===== config.mk =====
export PLATFORM = sky130hd
export DESIGN_NAME = hazard_ctrl
export DESIGN_NICKNAME = d
export VERILOG_FILES = /design/src/rtl/hazard_ctrl.sv
export SDC_FILE = /design/constraint.sdc
export NUM_CORES = 1
export LEC_CHECK = 0
export ABC_AREA = 0
export BUFFER_PORTS_ARGS = -buffer_cell sky130_fd_sc_hd__buf_2
export CAP_MARGIN = 20
export CORE_UTILIZATION = 40
export DETAILED_ROUTE_END_ITERATION = 8
export GPL_ROUTABILITY_DRIVEN = 0
export HOLD_SLACK_MARGIN = 0.03
export PLACE_DENSITY = 0.65
export SETUP_SLACK_MARGIN = 0.5
export SLEW_MARGIN = 20
export SYNTH_ARGS = -nofsm -noshare
export SYNTH_HDL_FRONTEND = slang
export SYNTH_SLANG_ARGS = --single-unit

===== constraint.sdc =====
create_clock -name clk -period 2.3 [get_ports clk]
set_clock_uncertainty 0.05 [all_clocks]
set_input_delay 0.115 -clock clk [delete_from_list [all_inputs] [get_ports clk]]
set_output_delay 0.115 -clock clk [all_outputs]
set_load 0.1 [all_outputs]

===== src/rtl/hazard_ctrl.sv =====
// hazard_ctrl: turns decoder hazard flags into stall and NOP-bubble controls
// for the IF/ID and ID/EX pipeline registers, with a bubble performance count.
module hazard_ctrl #(
    parameter int CTRL_BUBBLES = 2,
    parameter int CNT_W        = 4,
    parameter int PERF_W       = 32
) (
    input  logic              clk,
    input  logic              rst,
    input  logic              ctrl_id,
    input  logic              load_use_id,
    input  logic              ex_resolved,
    input  logic              mem_stall,
    output logic              stall_if,
    output logic              stall_id,
    output logic              stall_ex,
    output logic              id_bubble_en,
    output logic              ex_bubble_en,
    output logic [31:0]       bubble_instrn,
    output logic              busy,
    output logic              ctrl_timeout,
    output logic [PERF_W-1:0] bubble_count
);

    typedef enum logic [1:0] {
        IDLE     = 2'd0,
        CT_WAIT  = 2'd1,
        LU_STALL = 2'd2
    } state_t;

    // cnt_q holds the bubbles still owed for the current jump/branch,
    // counting the CT_WAIT cycle in progress; 1 means this is the last one.
    localparam logic [CNT_W-1:0] CNT_LOAD = CNT_W'(CTRL_BUBBLES - 1);
    localparam logic [CNT_W-1:0] CNT_ONE  = CNT_W'(1);

    state_t            state_q, state_d;
    logic [CNT_W-1:0]  cnt_q, cnt_d;
    logic [PERF_W-1:0] bcnt_q, bcnt_d;

    // ADDI x0,x0,0 loaded into IF/ID when a bubble is inserted
    assign bubble_instrn = 32'h0000_0013;
    assign busy          = !rst && (state_q != IDLE);
    assign bubble_count  = rst ? '0 : bcnt_q;

    // Next-state and output decode; reset blanks every control output
    always_comb begin
        stall_if     = 1'b0;
        stall_id     = 1'b0;
        stall_ex     = 1'b0;
        id_bubble_en = 1'b0;
        ex_bubble_en = 1'b0;
        ctrl_timeout = 1'b0;
        state_d      = state_q;
        cnt_d        = cnt_q;
        if (!rst) begin
            if (mem_stall) begin
                // memory freeze dominates: hold everything, insert nothing
                stall_if = 1'b1;
                stall_id = 1'b1;
                stall_ex = 1'b1;
            end else begin
                unique case (state_q)
                    IDLE: begin
                        if (load_use_id) begin
                            stall_if     = 1'b1;
                            stall_id     = 1'b1;
                            ex_bubble_en = 1'b1;
                            state_d      = LU_STALL;
                        end else if (ctrl_id) begin
                            stall_if     = 1'b1;
                            id_bubble_en = 1'b1;
                            if (CTRL_BUBBLES > 1) begin
                                state_d = CT_WAIT;
                                cnt_d   = CNT_LOAD;
                            end
                        end
                    end
                    LU_STALL: begin
                        // the held instruction moves on; flags re-seen in IDLE
                        state_d = IDLE;
                    end
                    CT_WAIT: begin
                        stall_if     = 1'b1;
                        id_bubble_en = 1'b1;
                        if (ex_resolved) begin
                            state_d = IDLE;
                        end else if (cnt_q <= CNT_ONE) begin
                            state_d      = IDLE;
                            ctrl_timeout = 1'b1;
                        end else begin
                            cnt_d = cnt_q - CNT_ONE;
                        end
                    end
                    default: state_d = IDLE;
                endcase
            end
        end
    end

    // Bubble counter increments once per cycle with a bubble, wrapping naturally
    always_comb begin
        bcnt_d = bcnt_q;
        if (id_bubble_en || ex_bubble_en) begin
            bcnt_d = bcnt_q + PERF_W'(1);
        end
    end

    // State, wait counter and performance counter registers
    always_ff @(posedge clk) begin
        if (rst) begin
            state_q <= IDLE;
            cnt_q   <= '0;
            bcnt_q  <= '0;
        end else begin
            state_q <= state_d;
            cnt_q   <= cnt_d;
            bcnt_q  <= bcnt_d;
        end
    end

endmodule


==> results of run 1 <==
## final timing paths
path / from / end
worst max-delay path: bcnt_q[2]$_SDFFE_PP0P_ / bcnt_q[29]$_SDFFE_PP0P_
worst min-delay path: load_use_id / state_q[1]$_SDFFE_PP0P_
worst max register to register: bcnt_q[2]$_SDFFE_PP0P_ / bcnt_q[29]$_SDFFE_PP0P_
worst min register to register: bcnt_q[14]$_SDFFE_PP0P_ / bcnt_q[14]$_SDFFE_PP0P_
## sequential cells by signal, summed over array words and instances (netlist names)
name and cells:
cnt_q 4, bcnt_q 32, state_q 2
## per-stage QoR
| step | hold slack [ps] | instances | total power, mW |
|---|---|---|---|
| 3_3_place_gp | 417 | 406 | 1.07 |
| 3_5_place_dp | 429 | 406 | 1.07 |
| 6_report | 121 | 425 | 1.52 |
| 2_1_floorplan | 260 | 330 | 1.09 |
| 5_1_grt | 128 | 425 | 1.57 |
| 4_1_cts | 123 | 417 | 1.53 |
## routing by layer
metal | global-route usage | up-vias
li1 | - | 1064
met1 | 0.202 | 940
met2 | 0.266 | 46
met3 | 0.0375 | 6
met4 | 0.0482 | 0
met5 | 0 | -
## area by class of cell
type                    instances  share of cell area
well taps                      75              0.0316
inverters                       6             0.00759
flip-flops and latches         38               0.268
repair buffers                 60               0.122
clock buffers                   6              0.0278
multi-input cells             240               0.543
## cell usage in the layout, fill, tap and decap left out, drive strengths merged, types with 2 or more instances in the layout
cell type   n
conb       32
nor3        8
or3         7
dfxtp      38
nand3      12
clkbuf      6
nand4      11
o21ai       8
xor2        9
nor2       44
nor4        7
nand2      15
a21oi      10
inv         6
and4        6
nor2b      30
and3        3
xnor2      12
o211ai      2
buf        60
or4         3
mux2        3
ha          3
## worst register-to-register path, stage by stage (launching register included)
cell and delay (ps):
dfxtp_4 380, and4_4 230, and4_4 260, nand3_4 90, or3_4 380, mux2_4 300
## where the power goes
part	switching, mW	internal (mW)	total, mW
registers	0.0100	0.660	0.670
clock network	0.224	0.231	0.455
logic	0.348	0.0463	0.394
## kinds of logic (layout without fill, tap and decap cells)
logic type               after synthesis  count (layout)
AO/OA/AOI/OAI                         28              28
XOR/XNOR                              21              21
adder cells (fa/ha/maj)                3               3
buffers and inverters                 53              72
flip-flops                            38              38
multiplexers                           3               3
other                                  2              32
AND/OR/NAND/NOR                      152             153
## repair_timing
item / CTS / global route
setup buffers: 5 / 7
setup endpoints to repair: 18 / 22
hold buffers: 0 / 0
cloned: 0 / 1
resized for setup: 13 / 33
pin swaps: 4 / 10
==> flow_metrics.env, run 1 <==
export IMPL_grt_overflow_total=0
export IMPL_run_status="completed"
export IMPL_maxClockFrequency_mhz=565
export IMPL_wl_per_cell_um=11.7
export IMPL_r2r_worst_path_depth=5
export IMPL_synth_simple_area_share=0.365
export IMPL_grt_pass1_wl_um=8090
export IMPL_highest_cell_delay_on_the_worst_timing_path_ps=380
export IMPL_hold_depth=3
export IMPL_max_slew_margin=0.651
export IMPL_placement_setup_worst_slack_ps=336
export IMPL_timing_critical_path_fanout_max=6
export IMPL_synth_top_cell_area_share=0.311
export IMPL_clk_insertion_delay_late_ps=290
export IMPL_gr_usage_all_layers=0.159
export IMPL_routed_wl_um=4990
export IMPL_standard_cell_rows=28
export IMPL_routed_via_count=2056
export IMPL_die_area_um2=6430
export IMPL_fin_setup_tns_ps=0
export IMPL_synth_compound_area_share=0.0691
export IMPL_area_sequential_um2=795
export IMPL_setup_worst_path_class="register to register"
export IMPL_routed_via_density=4.84
export IMPL_cp_startpoint_kind="register"
export IMPL_ctsHtreeMaxLevel=2
export IMPL_routed_length_on_met2_um=2350
export IMPL_synth_top_family_by_area="simple AND/OR/NAND/NOR gates"
export IMPL_synth_most_common_cell="nor2_1"
export IMPL_dieWidth_um=80.2
export IMPL_design_core_area_um2=5920
export IMPL_cts_buffers_inserted=5
export IMPL_multi_input_comb_area_um2=1610
export IMPL_path_cells="and4_4 -> and4_4 -> nand3_4 -> or3_4 -> mux2_4"
export IMPL_post_synth_num_cell_types=50
export IMPL_die_extent_in_y_um=80.2
export IMPL_met1_length_um=2370
export IMPL_layout_drive_gt1_share=0.406
export IMPL_unrepaired_setup_endpoints_after_global_routing="false"
export IMPL_layout_nets=360
export IMPL_detail_route_antenna_nets=0
export IMPL_drt_pass_1_iters=4
export IMPL_grt_antenna_before_repair=0
export IMPL_worstHoldPathType="input port to register"
export IMPL_clockRootBuffer="clkbuf_8"
export IMPL_place_area_um2=2650
export IMPL_syn_avg_cell_area_um2=8.15
export IMPL_starting_drt_drc_count=91
export IMPL_drc_errors=0
export IMPL_timing_max_cap_violations=0
export IMPL_cell_type_group_with_the_largest_total_delay_on_the_critical_path="simple AND/OR/NAND/NOR gates"
export IMPL_setup_viol=0
export IMPL_crit_required_ps=2440
export IMPL_fillerInstances=578
export IMPL_area_growth_syn_to_layout_pct=21.5
export IMPL_dr_max_layer_used="met4"
export IMPL_yosys_top_cells_area="dfxtp_1 (31%), buf_4 (10%), nor2b_1 (7.7%), nor2_1 (6.8%), xnor2_1 (4.3%)"
export IMPL_setup_worst_path_end_class="register"
export IMPL_io_pins=77
export IMPL_final_min_clock_period_ps=1770
export IMPL_synth_ff_latch_count=38
export IMPL_tritoncts_clock_tree="built"
export IMPL_detailed_place_hpwl_um=3400
export IMPL_stdcell_area_um2=2970
export IMPL_cp_common_cell="and4_4"
export IMPL_post_synth_xor_area_fraction=0.0753
export IMPL_async_reset_ff_frac=0
export IMPL_initial_utilization=0.413
export IMPL_syn_cell_area_um2=2440
export IMPL_yosysWarnings=0
export IMPL_cp_slowest_cell="dfxtp_4"
export IMPL_synthFlopType="dfxtp_1"
export IMPL_irDropWorstVdd_mv=0.304
export IMPL_p_per_area_nw_per_um2=512
export IMPL_final_period_utilization=0.769
export IMPL_timing_worst_slew_pin_value_ps=524
export IMPL_cp_buffers_inverters=0
export IMPL_seq_area_frac_synth=0.311
export IMPL_yosys_area_top_type="dfxtp_1"
export IMPL_vias_in_the_first_global_route=1776
export IMPL_final_util=0.501
export IMPL_share_of_synthesized_cell_area_in_full_adder_half_adder_and_majority_cells=0.0154
export IMPL_synth_enable_flop_cells=0
export IMPL_port_buffers=44
export IMPL_setup_slack_ps=530
export IMPL_syn_inst_count=300
export IMPL_grt_start_max_net_pins=47
export IMPL_detail_route_met3_wl_um=207
export IMPL_cts_reportedPaths_clkPinSlew_ps=70
export IMPL_cts_root_to_sink_buffers=2
export IMPL_synth_cells_most_frequent="nor2_1 (44), dfxtp_1 (38), buf_4 (33)"
export IMPL_worst_r2r_setup_slack_ps=530
export IMPL_critical_path_arrival_ps=1900
export IMPL_crit_cells=5
export IMPL_hold_viol=0
export IMPL_power_leakage_nw=1.19
export IMPL_synth_mux_area_frac=0.0154
export IMPL_drv_slew=0
export IMPL_cts_num_sinks=38
export IMPL_num_antenna_cells=0
Note: power is estimated with default switching activity, not from simulation.
==> inputs of run 2 (changes only) <==
==> constraint.sdc (replaced) <==
create_clock -name clk -period 1.7 [get_ports clk]
set_clock_uncertainty 0.05 [all_clocks]
set_input_delay 0.085 -clock clk [delete_from_list [all_inputs] [get_ports clk]]
set_output_delay 0.085 -clock clk [all_outputs]
set_load 0.1 [all_outputs]
==> run 2 against run 1 <==
Effect of this change:
- the run now ends with setup timing left
- clock power rose by 67%
- cell count rose by 16%
- flip-flop and latch count stayed put
- utilization increased by 29 points
- first-iteration DRC count up 8.8%
- largest cell class unchanged
- design area is 59% higher
- count of clock-buffer cells in the layout increased by 1
- hold slack improved by 84 ps
- die area is the same
==> flow_metrics.env, run 2 (synthesis results as in run 1) <==
export IMPL_run_status="complete, but fails checks"
export IMPL_setup_worst_path_end_class="register"
export IMPL_cell_type_group_with_the_largest_total_delay_on_the_critical_path="simple AND/OR/NAND/NOR gates"
export IMPL_standard_cell_rows=28
export IMPL_routed_wl_um=6950
export IMPL_final_period_utilization=1.01
export IMPL_detailed_place_hpwl_um=4100
export IMPL_timing_max_cap_violations=0
export IMPL_num_antenna_cells=0
export IMPL_initial_utilization=0.413
export IMPL_layout_drive_gt1_share=0.654
export IMPL_port_buffers=44
export IMPL_design_core_area_um2=5920
export IMPL_setup_viol=1
export IMPL_irDropWorstVdd_mv=0.356
export IMPL_cts_num_sinks=38
export IMPL_drv_slew=0
export IMPL_tritoncts_clock_tree="built"
export IMPL_cts_reportedPaths_clkPinSlew_ps=70
export IMPL_drt_pass_1_iters=4
export IMPL_clockRootBuffer="clkbuf_8"
export IMPL_timing_worst_slew_pin_value_ps=508
export IMPL_timing_critical_path_fanout_max=11
export IMPL_grt_antenna_before_repair=0
export IMPL_place_area_um2=3420
export IMPL_top_reg_by_flops="bcnt_q"
export IMPL_fillerInstances=343
export IMPL_power_leakage_nw=1.87
export IMPL_worstHoldPathType="input port to register"
export IMPL_die_area_um2=6430
export IMPL_setup_worst_path_class="register to register"
export IMPL_cts_buffers_inserted=5
export IMPL_detail_route_antenna_nets=0
export IMPL_clk_insertion_delay_late_ps=300
export IMPL_die_extent_in_y_um=80.2
export IMPL_starting_drt_drc_count=99
export IMPL_layout_common_cells="buf_12 (40), buf_4 (39), buf_6 (39), conb_1 (32), dfxtp_2 (31)"
export IMPL_violations="setup timing"
export IMPL_max_slew_margin=0.662
export IMPL_cts_root_to_sink_buffers=2
export IMPL_grt_pass1_wl_um=10700
export IMPL_critical_path_arrival_ps=1890
export IMPL_area_growth_syn_to_layout_pct=92.6
export IMPL_maxClockFrequency_mhz=582
export IMPL_ctsHtreeMaxLevel=2
export IMPL_drc_errors=0
export IMPL_vias_in_the_first_global_route=2206
export IMPL_number_of_hold_buffers_added_after_cts=0
export IMPL_path_cells="buf_6 -> nor4b_4 -> nand3_2 -> buf_12 -> or3_1 -> a21oi_1"
export IMPL_p_per_area_nw_per_um2=497
export IMPL_gr_usage_all_layers=0.217
export IMPL_layout_nets=424
export IMPL_biggestRegsByFlops="bcnt_q: 32 flops, cnt_q: 4 flops, state_q: 2 flops"
export IMPL_crit_required_ps=1870
export IMPL_routed_via_count=2422
export IMPL_unrepaired_setup_endpoints_after_global_routing="true"
export IMPL_dieWidth_um=80.2
export IMPL_cp_buffers_inverters=2
export IMPL_cp_slowest_cell="dfxtp_2"
export IMPL_stdcell_area_um2=4710
export IMPL_cp_startpoint_kind="register"
export IMPL_routed_via_density=4.93
export IMPL_largest_register_ffs=32
export IMPL_highest_cell_delay_on_the_worst_timing_path_ps=350
export IMPL_final_min_clock_period_ps=1720
export IMPL_final_util=0.795
export IMPL_io_pins=77
export IMPL_hold_viol=0
export IMPL_commonest_non_fill_non_tap_cell_in_the_layout="buf_12"
export IMPL_setup_slack_ps=-18.5
export IMPL_grt_overflow_total=0
export IMPL_wl_per_cell_um=14.2
export IMPL_grt_start_max_net_pins=64
run 2: power breakdown:
part | leakage [nW] | total [mW] | switching (mW) | internal [mW]
clock | 0.0524 | 0.761 | 0.321 | 0.439
combinational | 1.50 | 0.672 | 0.530 | 0.142
sequential | 0.326 | 0.907 | 0.0110 | 0.896
run 2: final cells by class:
class | instances | area (µm²) | share of cell area
sequential | 38 | 815 | 0.173
multi-input combinational | 240 | 2090 | 0.443
inverter | 6 | 30.0 | 0.00638
clock inverter | 1 | 30.0 | 0.00638
tap | 75 | 93.8 | 0.0199
timing repair buffer | 124 | 1580 | 0.335
clock buffer | 7 | 76.3 | 0.0162
run 2: layer usage:
metal | GRT usage | vias up | routed length (µm)
met3 | 0.0511 | 10 | 246
met1 | 0.277 | 1166 | 2910
met4 | 0.0589 | 0 | 109
met2 | 0.362 | 63 | 3690
met5 | 0 | - | 0
li1 | - | 1183 | -
run 2: path summary, 6_finish.rpt:
check	startpoint	endpoint	slack, ps	cells after the start
setup / recovery	state_q[1]$_SDFFE_PP0P_	bcnt_q[12]$_SDFFE_PP0P_	-20	6
hold / removal	mem_stall	state_q[1]$_SDFFE_PP0P_	200	4
setup reg to reg	state_q[1]$_SDFFE_PP0P_	bcnt_q[12]$_SDFFE_PP0P_	-20	6
hold reg to reg	bcnt_q[28]$_SDFFE_PP0P_	bcnt_q[28]$_SDFFE_PP0P_	460	2
run 2: what timing repair did:
action,in CTS,in global routing
gates resized for setup,217,46
hold endpoints to repair,0,0
pin swaps,42,28
buffers inserted,14,16
endpoints found under the setup margin,75,76
gates cloned,1,0
run 2: worst register-to-register path, cell delays in order, from the launching register on:
cell and delay [ps]:
dfxtp_2 350, buf_6 120, nor4b_4 330, nand3_2 140, buf_12 180, or3_1 350, a21oi_1 140
run 2: per-stage QoR:
stage          power (mW)  setup slack, ps  hold WS [ps]  setup TNS, ps  cells
2_1_floorplan        1.52            -74.1           235          -82.7    330
3_3_place_gp         1.52            -15.4           441          -20.1    452
3_5_place_dp         1.53            -37.3           443           -110    452
4_1_cts              2.33            -8.62           198          -18.8    475
5_1_grt              2.44            -85.8           211           -444    491
6_report             2.34            -18.5           205          -18.5    491
==> inputs of run 3 (changes only) <==
--- a/config.mk
+++ b/config.mk
@@ -5,14 +5,14 @@
 export SDC_FILE = /design/constraint.sdc
 export NUM_CORES = 1
 export LEC_CHECK = 0
-export ABC_AREA = 0
+export ABC_AREA = 1
 export BUFFER_PORTS_ARGS = -buffer_cell sky130_fd_sc_hd__buf_2
 export CAP_MARGIN = 20
+export CORE_MARGIN = 2
 export CORE_UTILIZATION = 40
 export DETAILED_ROUTE_END_ITERATION = 8
 export GPL_ROUTABILITY_DRIVEN = 0
 export HOLD_SLACK_MARGIN = 0.03
-export PLACE_DENSITY = 0.65
 export SETUP_SLACK_MARGIN = 0.5
 export SLEW_MARGIN = 20
 export SYNTH_ARGS = -nofsm -noshare
==> run 3 against run 2 <==
Effect of this change:
- the flow now finishes without violations
- first-iteration DRC count rose by 47%
- power rose by 1.4%
- design area rose by 4.4%
- sequential power fell by 2%
- die area rose by 17%
- clock power fell by 18%
- hold slack got worse by 57 ps
- register-to-register slack improved by 150 ps
- count of clock-buffer cells in the layout rose by 1
- global-route usage rose by 0.34 points
- worst setup slack improved by 150 ps
- largest cell class unchanged
- highest routed layer unchanged
==> flow_metrics.env, run 3 <==
export IMPL_grt_start_max_net_pins=36
export IMPL_synth_cells_most_frequent="nor2_1 (94), nand2_1 (83), inv_1 (57)"
export IMPL_regToRegEndpoint="cnt_q[3]$_SDFFE_PP0P_"
export IMPL_ctsHtreeMaxLevel=2
export IMPL_standard_cell_rows=30
export IMPL_biggestRegsByFlops="bcnt_q: 32 flops, cnt_q: 4 flops, state_q: 2 flops"
export IMPL_num_antenna_cells=0
export IMPL_r2r_worst_path_depth=11
export IMPL_die_extent_in_y_um=86.6
export IMPL_syn_inst_count=438
export IMPL_synth_enable_flop_cells=0
export IMPL_hold_viol=0
export IMPL_yosys_top_cells_area="dfxtp_1 (28%), nor2_1 (13%), nand2_1 (11%), buf_4 (9.1%), inv_1 (7.8%)"
export IMPL_syn_cell_area_um2=2730
export IMPL_run_status="completed"
export IMPL_port_buffers=44
export IMPL_layout_nets=527
export IMPL_gr_usage_all_layers=0.220
export IMPL_detailed_place_hpwl_um=4720
export IMPL_drc_errors=0
export IMPL_hold_depth=4
export IMPL_routed_via_count=3011
export IMPL_cp_startpoint_kind="register"
export IMPL_synth_ff_latch_count=38
export IMPL_maxClockFrequency_mhz=638
export IMPL_post_synth_num_cell_types=30
export IMPL_routed_wl_um=8650
export IMPL_commonest_non_fill_non_tap_cell_in_the_layout="nand2_1"
export IMPL_tritoncts_clock_tree="built"
export IMPL_die_area_um2=7510
export IMPL_synthFlopType="dfxtp_1"
export IMPL_worst_r2r_setup_slack_ps=130
export IMPL_initial_utilization=0.409
export IMPL_yosysWarnings=0
export IMPL_grt_pass1_wl_um=13200
export IMPL_clockRootBuffer="clkbuf_8"
export IMPL_fin_setup_tns_ps=0
export IMPL_yosys_area_top_type="dfxtp_1"
export IMPL_top_reg_by_flops="bcnt_q"
export IMPL_area_growth_syn_to_layout_pct=79.9
export IMPL_largest_register_ffs=32
export IMPL_cts_reportedPaths_clkPinSlew_ps=80
export IMPL_setup_worst_path_end_class="register"
export IMPL_r2r_start="cnt_q[1]$_SDFFE_PP0P_"
export IMPL_grt_antenna_before_repair=0
export IMPL_async_reset_ff_frac=0
export IMPL_p_per_area_nw_per_um2=483
export IMPL_irDropWorstVdd_mv=0.336
export IMPL_synth_top_cell_area_share=0.279
export IMPL_vias_in_the_first_global_route=2841
export IMPL_layout_drive_gt1_share=0.578
export IMPL_wl_per_cell_um=14.4
export IMPL_clk_insertion_delay_late_ps=290
export IMPL_final_period_utilization=0.921
export IMPL_worstHoldPathType="input port to register"
export IMPL_io_pins=77
export IMPL_timing_critical_path_from="cnt_q[1]$_SDFFE_PP0P_"
export IMPL_power_leakage_nw=1.90
export IMPL_cts_buffers_inserted=5
export IMPL_critical_path_arrival_ps=1730
export IMPL_fin_total_pwr_mw=2.37
export IMPL_cts_root_to_sink_buffers=2
export IMPL_endpoint="cnt_q[3]$_SDFFE_PP0P_"
export IMPL_layout_common_cells="nand2_1 (57), nor2_4 (45), buf_12 (42), nor2_1 (41), conb_1 (32)"
export IMPL_drv_slew=0
export IMPL_starting_drt_drc_count=146
export IMPL_timing_max_cap_violations=0
export IMPL_synth_most_common_cell="nor2_1"
export IMPL_setup_worst_path_class="register to register"
export IMPL_syn_avg_cell_area_um2=6.24
export IMPL_dieWidth_um=86.6
export IMPL_seq_area_frac_synth=0.279
export IMPL_grt_overflow_total=0
export IMPL_cts_num_sinks=38
export IMPL_unrepaired_setup_endpoints_after_global_routing="true"
export IMPL_detail_route_antenna_nets=0
export IMPL_routed_via_density=5.03
export IMPL_crit_required_ps=1870
export IMPL_timing_critical_path_fanout_max=6
export IMPL_design_core_area_um2=6680
export IMPL_drt_pass_1_iters=4
export IMPL_final_min_clock_period_ps=1570
export IMPL_setup_viol=0
export IMPL_fillerInstances=473
[run 3: cell types whose count changed in the layout (fill, tap and decap cells not counted), moves of 11 or more]
cell / previous run / this run
buf_4: 39 / 24
buf_6: 39 / 7
dfxtp_2: 31 / 14
dfxtp_4: 4 / 21
inv_1: 2 / 30
inv_2: 2 / 22
nand2_1: 10 / 57
nand2_2: 2 / 16
nand2_4: 2 / 14
nor2_1: 30 / 41
nor2_2: 4 / 19
nor2_4: 10 / 45
nor2b_4: 30 / 0
xnor2_1: 12 / 1
[run 3: final cells by class]
cell class                      instances  area [µm²]  share of cell area
Timing Repair Buffer                   80        1160               0.236
Multi-Input combinational cell        332        2460               0.501
Inverter                               61         256              0.0522
Tap cell                               80         100              0.0204
Clock buffer                            8        80.1              0.0163
Sequential cell                        38         857               0.174
[run 3: per-stage QoR]
step / instance area (µm²) / util / std cells / worst slack, ps / hold WS (ps)
after floorplan: 3120 / - / 468 / 233 / 239
after global placement: 3180 / 0.475 / 550 / 208 / 407
after detailed placement: 3180 / 0.475 / 550 / 176 / 408
after CTS: 4330 / 0.648 / 587 / 83.2 / 103
after global routing: 4910 / 0.735 / 599 / 30.0 / 175
final: 4910 / 0.735 / 599 / 134 / 148
[run 3: how the worst min path moves through the flow]
| stage | slack [ps] | from | endpoint |
|---|---|---|---|
| floorplan | 240 | rst | bcnt_q[5]$_SDFFE_PP0P_ |
| global placement | 410 | rst | bcnt_q[2]$_SDFFE_PP0P_ |
| detailed placement | 410 | rst | bcnt_q[2]$_SDFFE_PP0P_ |
| CTS | 100 | rst | bcnt_q[2]$_SDFFE_PP0P_ |
| global route | 170 | rst | bcnt_q[2]$_SDFFE_PP0P_ |
| finish | 150 | rst | bcnt_q[8]$_SDFFE_PP0P_ |
[run 3: repair_timing]
item / CTS / global route
cloned: 7 / 0
endpoints found under the setup margin: 76 / 75
pin swaps: 50 / 68
hold buffers: 0 / 0
buffers inserted: 22 / 12
resized for setup: 219 / 131
hold endpoints to repair: 0 / 0
[run 3: report_power, final]
group	internal, mW	switching, mW
Combinational	0.207	0.653
Clock	0.292	0.331
Sequential	0.872	0.0156
Total	1.37	1.00
[run 3: critical path, stage by stage, from the launching register on]
cell and delay, ps:
dfxtp_2 350, inv_4 50, ha_4 160, nor2_4 120, nor3_4 50, buf_4 140, buf_6 120, nand2_4 60
nand3_4 110, inv_4 90, nand2_1 60, a21oi_1 130
[run 3: kinds of logic (layout without fill, tap and decap cells)]
family | count (synthesis) | after routing | synth area share
AOI/OAI and AO/OA | 36 | 36 | 0.0678
xor gates and xnor gates | 8 | 8 | 0.0257
adders and majority gates | 3 | 3 | 0.0137
buffers and inverters | 105 | 149 | 0.203
DFF | 38 | 38 | 0.279
other | 2 | 32 | 0.00275
and+or+nand+nor | 246 | 253 | 0.409
[run 3: metal layers]
layer	GRT usage	routed length (µm)	part of all wire
met1	0.279	3390	0.39
met2	0.379	4660	0.54
met3	0.0352	391	0.045
met4	0.0767	208	0.024
met5	0	0	0
